`src/rtl/sar_search.sv`:
```
// Successive-approximation search controller.
// Presents probe operands to an external comparator, consumes the eq/gte flags
// that come back and converges on the comparator's unknown target value.
// Signed searches run in offset-binary: the search itself is unsigned and the
// MSB of every probe and of the final result is flipped on the way out.
module sar_search #(
    parameter int WIDTH = 8
) (
    input  logic             clk,
    input  logic             rst,
    input  logic             start,
    input  logic             signed_cmp,
    output logic [WIDTH-1:0] probe,
    output logic             probe_valid,
    input  logic             cmp_valid,
    input  logic             cmp_eq,
    input  logic             cmp_gte,
    output logic             busy,
    output logic             done,
    output logic [WIDTH-1:0] result,
    output logic             hit_eq
);

    typedef enum logic {
        IDLE   = 1'b0,
        SEARCH = 1'b1
    } state_t;

    localparam logic [WIDTH-1:0] MSB = {1'b1, {(WIDTH-1){1'b0}}};

    state_t           state_reg;
    logic [WIDTH-1:0] acc_reg;
    logic [WIDTH-1:0] mask_reg;
    logic             mode_reg;
    logic [WIDTH-1:0] probe_reg;
    logic             probe_valid_reg;
    logic             busy_reg;
    logic             done_reg;
    logic [WIDTH-1:0] result_reg;
    logic             hit_eq_reg;

    logic [WIDTH-1:0] flip;
    logic [WIDTH-1:0] acc_next;
    logic [WIDTH-1:0] mask_next;
    logic [WIDTH-1:0] probe_next;

    // Outcome of the current compare: keep or drop the trial bit, then form the next probe.
    always_comb begin
        flip       = mode_reg ? MSB : '0;
        acc_next   = cmp_gte ? (acc_reg | mask_reg) : acc_reg;
        mask_next  = mask_reg >> 1;
        probe_next = (acc_next | mask_next) ^ flip;
    end

    // Search FSM; every output is registered so the probe only moves on a compare.
    always_ff @(posedge clk) begin
        if (rst) begin
            state_reg       <= IDLE;
            acc_reg         <= '0;
            mask_reg        <= '0;
            mode_reg        <= 1'b0;
            probe_reg       <= '0;
            probe_valid_reg <= 1'b0;
            busy_reg        <= 1'b0;
            done_reg        <= 1'b0;
            result_reg      <= '0;
            hit_eq_reg      <= 1'b0;
        end else begin
            done_reg <= 1'b0;
            case (state_reg)
                IDLE: begin
                    if (start) begin
                        mode_reg        <= signed_cmp;
                        acc_reg         <= '0;
                        mask_reg        <= MSB;
                        result_reg      <= '0;
                        hit_eq_reg      <= 1'b0;
                        // First trial is the MSB alone; in signed mode that is zero.
                        probe_reg       <= signed_cmp ? '0 : MSB;
                        probe_valid_reg <= 1'b1;
                        busy_reg        <= 1'b1;
                        state_reg       <= SEARCH;
                    end
                end
                SEARCH: begin
                    if (cmp_valid) begin
                        if (cmp_eq) begin
                            // Exact hit: stop early with the probe itself as the answer.
                            result_reg      <= probe_reg;
                            hit_eq_reg      <= 1'b1;
                            done_reg        <= 1'b1;
                            probe_reg       <= '0;
                            probe_valid_reg <= 1'b0;
                            busy_reg        <= 1'b0;
                            state_reg       <= IDLE;
                        end else if (mask_reg[0]) begin
                            // Last bit resolved: the accumulator is the target in offset form.
                            acc_reg         <= acc_next;
                            result_reg      <= acc_next ^ flip;
                            hit_eq_reg      <= 1'b0;
                            done_reg        <= 1'b1;
                            probe_reg       <= '0;
                            probe_valid_reg <= 1'b0;
                            busy_reg        <= 1'b0;
                            state_reg       <= IDLE;
                        end else begin
                            acc_reg   <= acc_next;
                            mask_reg  <= mask_next;
                            probe_reg <= probe_next;
                        end
                    end
                end
                default: state_reg <= IDLE;
            endcase
        end
    end

    assign probe       = probe_reg;
    assign probe_valid = probe_valid_reg;
    assign busy        = busy_reg;
    assign done        = done_reg;
    assign result      = result_reg;
    assign hit_eq      = hit_eq_reg;

endmodule

```
`config.mk`:
```
export PLATFORM = sky130hd
export DESIGN_NAME = sar_search
export DESIGN_NICKNAME = d
export VERILOG_FILES = /design/src/rtl/sar_search.sv
export SDC_FILE = /design/constraint.sdc
export NUM_CORES = 1
export LEC_CHECK = 0
export ABC_AREA = 1
export BUFFER_PORTS_ARGS = -buffer_cell sky130_fd_sc_hd__buf_2
export CORE_ASPECT_RATIO = 1.2
export CORE_MARGIN = 5
export CORE_UTILIZATION = 43
export CTS_BUF_LIST = sky130_fd_sc_hd__clkbuf_16
export CTS_CLUSTER_DIAMETER = 100
export DETAILED_ROUTE_END_ITERATION = 12
export GPL_ROUTABILITY_DRIVEN = 0
export HOLD_SLACK_MARGIN = 0.1
export PLACE_DENSITY = 0.67
export SLEW_MARGIN = 20
export SYNTH_ARGS = -nofsm -noshare
export SYNTH_HDL_FRONTEND = slang
export SYNTH_SLANG_ARGS = --single-unit
export TNS_END_PERCENT = 1
```
`constraint.sdc`:
```
create_clock -name clk -period 2.25 [get_ports clk]
set_clock_uncertainty 0.15 [all_clocks]
set_input_delay 0.3375 -clock clk [delete_from_list [all_inputs] [get_ports clk]]
set_output_delay 0.3375 -clock clk [all_outputs]
set_load 0.03 [all_outputs]
```
Yosys cells after proc, flatten, opt, wreduce, memory -nomap -nowiden
Cells that the tools add are included.

word-level totals
  flip-flop bits (word level) = 37

operators by class
  equality and inequality tests = 5
  muxes and demuxes = 37
  reductions and logical operators = 6
  bitwise operators = 6

operators with widths
  cell                count
  $mux 8              17
  $pmux 8 s2          4
  $xor 8x8->8         2
  $mux 1              13
  $ne 2x2->1 const B  4
  $or 8x7->8          1
  $or 8x8->8          1
  $pmux 1 s2          3
  $reduce_and 3->1    2
  $reduce_and 2->1    2
  $reduce_and 4->1    1
  $ne 3x2->1 const B  1
  $reduce_or 3->1     1
  $not 1->1           2

Longest topological paths before layout
  depth in word-level cells = 8
  gate-level depth with buffers = 8
  mapped depth without buffers = 8

Worst setup path before layout
No wires, ideal clock.

  kind = input port to flip-flop
  start point = input port cmp_eq
  end point = register result_reg[7], in the netlist result[7]
  path slack = 0.937 ns
  setup time = 0.109 ns
  arrival = 1.054 ns
  buffers on the path = 1
  required time = 1.991 ns
  stages on the path = 7
  path through = inv_1 -> nand3_1 -> nand2_2 -> buf_6 -> a21oi_1 -> nand2_1 -> inv_1

on the way
  longest elaborated chain between the ends = 3
  elaborated cells between the ends (all ways) = 5
  classes of those cells = eq/ne (1); mux (3); reduce/logical (1)

RTL lines
  item                  line  RTL
  from (decl)           16    input logic cmp_eq,
  $mux 8                87    if (cmp_eq) begin
  $mux 8                86    if (cmp_valid) begin
  $pmux 8 s2            70    case (state_reg)
  to (signal assigned)  89    result_reg <= probe_reg;
  to (signal assigned)  99    result_reg <= acc_next ^ flip;
  to (decl)             39    logic [WIDTH-1:0] result_reg;

Several ways; a longest one is shown, not always the timed one. The select of a mux whose other input is x is not followed.
A chain may end at the register's enable or synchronous reset.

Worst setup path in the final report
  start point = register state_reg
  end point = register result_reg[3], in the netlist result[3]

on the way
  longest elaborated chain between the ends = 3
  elaborated cells between the ends (all ways) = 6
  classes of those cells = eq/ne (3); mux (1); bitwise (1); reduce/logical (1)

RTL lines
  item                               line  RTL
  from (decl)                        31    state_t state_reg;
  from (signal assigned)             58    state_reg <= IDLE;
  from (signal assigned)             82    state_reg <= SEARCH;
  from (signal assigned)             95    state_reg <= IDLE;
  $not 1->1 (no source line)         -
  $ne 2x2->1 (no source line)        -
  $reduce_and 3->1 (no source line)  -

Several ways; a longest one is shown, not always the timed one.

==> results_dict.tcl <==
set metrics [dict create \
    status "finished clean" \
    die_h_um 78.66 \
    cts_sinks 37 \
    slowest_stage "dfxtp_1" \
    drive_above_1_share_pct 14.44 \
    clkLatencyLatePin_ns 0.28 \
    ys_seq_elements 37 \
    area_growth_pct 16.74 \
    whs_ns 0.2044 \
    io_buffers 26 \
    criticalPathCategory "flip-flop to flip-flop" \
    ys_seq_area_share_pct 43.85 \
    final_area_mm2 0.001972 \
    required_ns 2.32 \
    coreArea_mm2 0.003879 \
    grt_pass1_vias 1463 \
    grt_use_total_pct 15.97 \
    critPathMaxFanout 14 \
    worstSetupStartpointType "flip-flop" \
    max_stage_delay_ns 0.59 \
    setup_ws_ns 0.4858 \
    crit_path_end_kind "flip-flop" \
    critPathMostFrequentCell "inv_1" \
    h-tree-depth 2 \
    cts_hold_buf 0 \
    tightestPinTransition_ns 0.5897 \
    rsz0062_at_grt "no" \
    worst_ep_arrival_time_ns 1.83 \
    io_pins 27 \
    p_int_mw 1.184 \
    cts-resized-gates 0 \
    first_pass_iters 4 \
    dieArea_mm2 0.005287 \
    switching_share_pct 29.08 \
    hold_class "primary input to flip-flop" \
    fin_setup_tns_ns 0 \
    fmax_ghz 0.5668 \
    final_max_slew_viol_count 0 \
    root_buffer "clkbuf_16" \
    setup_viol_count_final 0 \
    synthesis.nets 266 \
    register_area_um2 740.7 \
    pwr-share-comb_pct 16.9 \
    syn_area_per_cell_um2 6.522 \
    synth.distinct_cells 18 \
    placed_cell_area_mm2 0.001833 \
    antenna_found_initial 0 \
    period_share_pct 78.41 \
    synthCells 259 \
    die_x_um 67.22 \
    cts_max_path_buffers 2 \
    min_period_ns 1.764 \
    grt_pass1_wl_um 6479 \
    vias 1560 \
    crit_family "simple AND/OR/NAND/NOR gates" \
    grt_max_degree 21 \
    nFillCells 434 \
    cellPowerDensity_mw_per_mm2 846.9 \
    total_power_mw 1.670 \
    synth_area_mm2 0.001689 \
    crit_chain "inv_1, nand2_2, nand2_4, nand2_2, inv_1, nand2_1, inv_1, nor2_1" \
    vias_per_cell 4.615 \
    grt.overflow.total 0 \
    p_switching_uw 485.7 \
    nets 290 \
    drc 0 \
    clk_pin_slew_worst_paths_ns 0.05 \
    p_leak_nw 0.9828 \
    multi_input_area_um2 759.5 \
    pre_cts_slack_ns 0.4845 \
    yosysWarnings 0 \
    cts_setup_buffers 0 \
    path_buf_inv 3 \
    relSlewSlack_pct 60.64 \
    hold_viol_final 0 \
    cts_buffers 5 \
    drt_iter0_markers 80 \
    seqPwrFrac_pct 43.6 \
    wl_per_cell_um 11.28 \
    antenna_cells 0 \
    dp_hpwl_um 2774 \
    core.rowCount 25 \
    p_clk_share_pct 39.5 \
    peakVddDrop_uv 532.4 \
    routed_wl_um 3811 \
    cts_tree "built" \
    maxCapViolations 0 \
    postRouteAntennaNets 0 \
    start_util_pct 43.55 \
]
[final timing paths]
| check | to | start | depth (start not counted) | slack, ns |
|---|---|---|---|---|
| setup / recovery | result[3]$_SDFFE_PP0P_ | state_reg$_SDFF_PP0_ | 8 | 0.49 |
| hold reg to reg | acc_reg[6]$_SDFFE_PP0P_ | acc_reg[6]$_SDFFE_PP0P_ | 2 | 0.31 |
| hold / removal | hit_eq$_SDFFE_PP0P_ | cmp_valid | 3 | 0.20 |
| setup reg to reg | result[3]$_SDFFE_PP0P_ | state_reg$_SDFF_PP0_ | 8 | 0.49 |
[routing by layer]
layer | GRT usage, % | up-vias | share of wire [%]
li1 | - | 842 | -
met1 | 19.21 | 668 | 46
met2 | 25.47 | 41 | 47
met3 | 4.864 | 9 | 4.9
met4 | 7.505 | 0 | 1.9
met5 | 0 | - | 0
[worst reg2reg max path: cells and delay by family (launching register included)]
family                 cells  cell delay, ns
AND/OR/NAND/NOR            5            0.67
flip-flops                 1            0.59
buffers and inverters      3            0.28
[through the flow]
step,utilization [%],instances
after CTS,50.84,338
after detailed placement,47.26,330
after global placement,47.26,330
final,50.84,338
after floorplan,-,259
after global routing,50.84,338
[cell type report]
| cell class | instances | share of cell area, % |
|---|---|---|
| inverters | 36 | 6.853 |
| multi-input cells | 177 | 38.52 |
| well taps | 54 | 3.426 |
| flip-flops and latches | 37 | 37.56 |
| repair buffers | 26 | 6.599 |
| clock inverters | 3 | 0.6980 |
| clock buffers | 5 | 6.345 |
[cell usage after synthesis]
master | n | share of area [%]
buf_4 | 1 | 0.44
nand2_4 | 1 | 0.67
inv_1 | 35 | 7.8
nand3b_1 | 1 | 0.44
dfxtp_1 | 37 | 44
clkbuf_1 | 4 | 0.89
buf_1 | 1 | 0.22
nor2_1 | 43 | 9.6
o21ai_0 | 10 | 3.0
buf_6 | 2 | 1.3
buf_2 | 1 | 0.30
inv_2 | 1 | 0.22
nand3_1 | 17 | 5.0
nand2_1 | 71 | 16
nand2_2 | 3 | 1.1
nor3_1 | 1 | 0.30
a21oi_1 | 27 | 8.0
or2_2 | 3 | 1.1
[layout by cell type (no fill, tap or decap)]
| master | instances |
|---|---|
| inv_2 | 1 |
| nand2_4 | 1 |
| clkbuf_16 | 5 |
| nand2_1 | 71 |
| a21oi_1 | 27 |
| clkinv_2 | 2 |
| nand3_1 | 17 |
| nor2_1 | 43 |
| o21ai_0 | 10 |
| inv_1 | 36 |
| nand2_2 | 3 |
| or2_2 | 3 |
| buf_2 | 26 |
| nand3b_1 | 1 |
| nor3_1 | 1 |
| dfxtp_1 | 37 |
[logic make-up after synthesis]
logic type | count (synthesis) | synth area share, %
simple gates | 140 | 34.00
flops | 37 | 43.85
compound gates | 37 | 10.96
buf+inv | 45 | 11.18
[power groups by stage]
stage	Sequential, mW	Clock, mW	Combinational (mW)
floorplan	0.777	0	0.188
global placement	0.741	0	0.284
detailed placement	0.742	0	0.283
CTS	0.728	0.674	0.284
global route	0.732	0.715	0.321
finish	0.728	0.660	0.282
No activity file was read; power rests on OpenSTA's default activity.
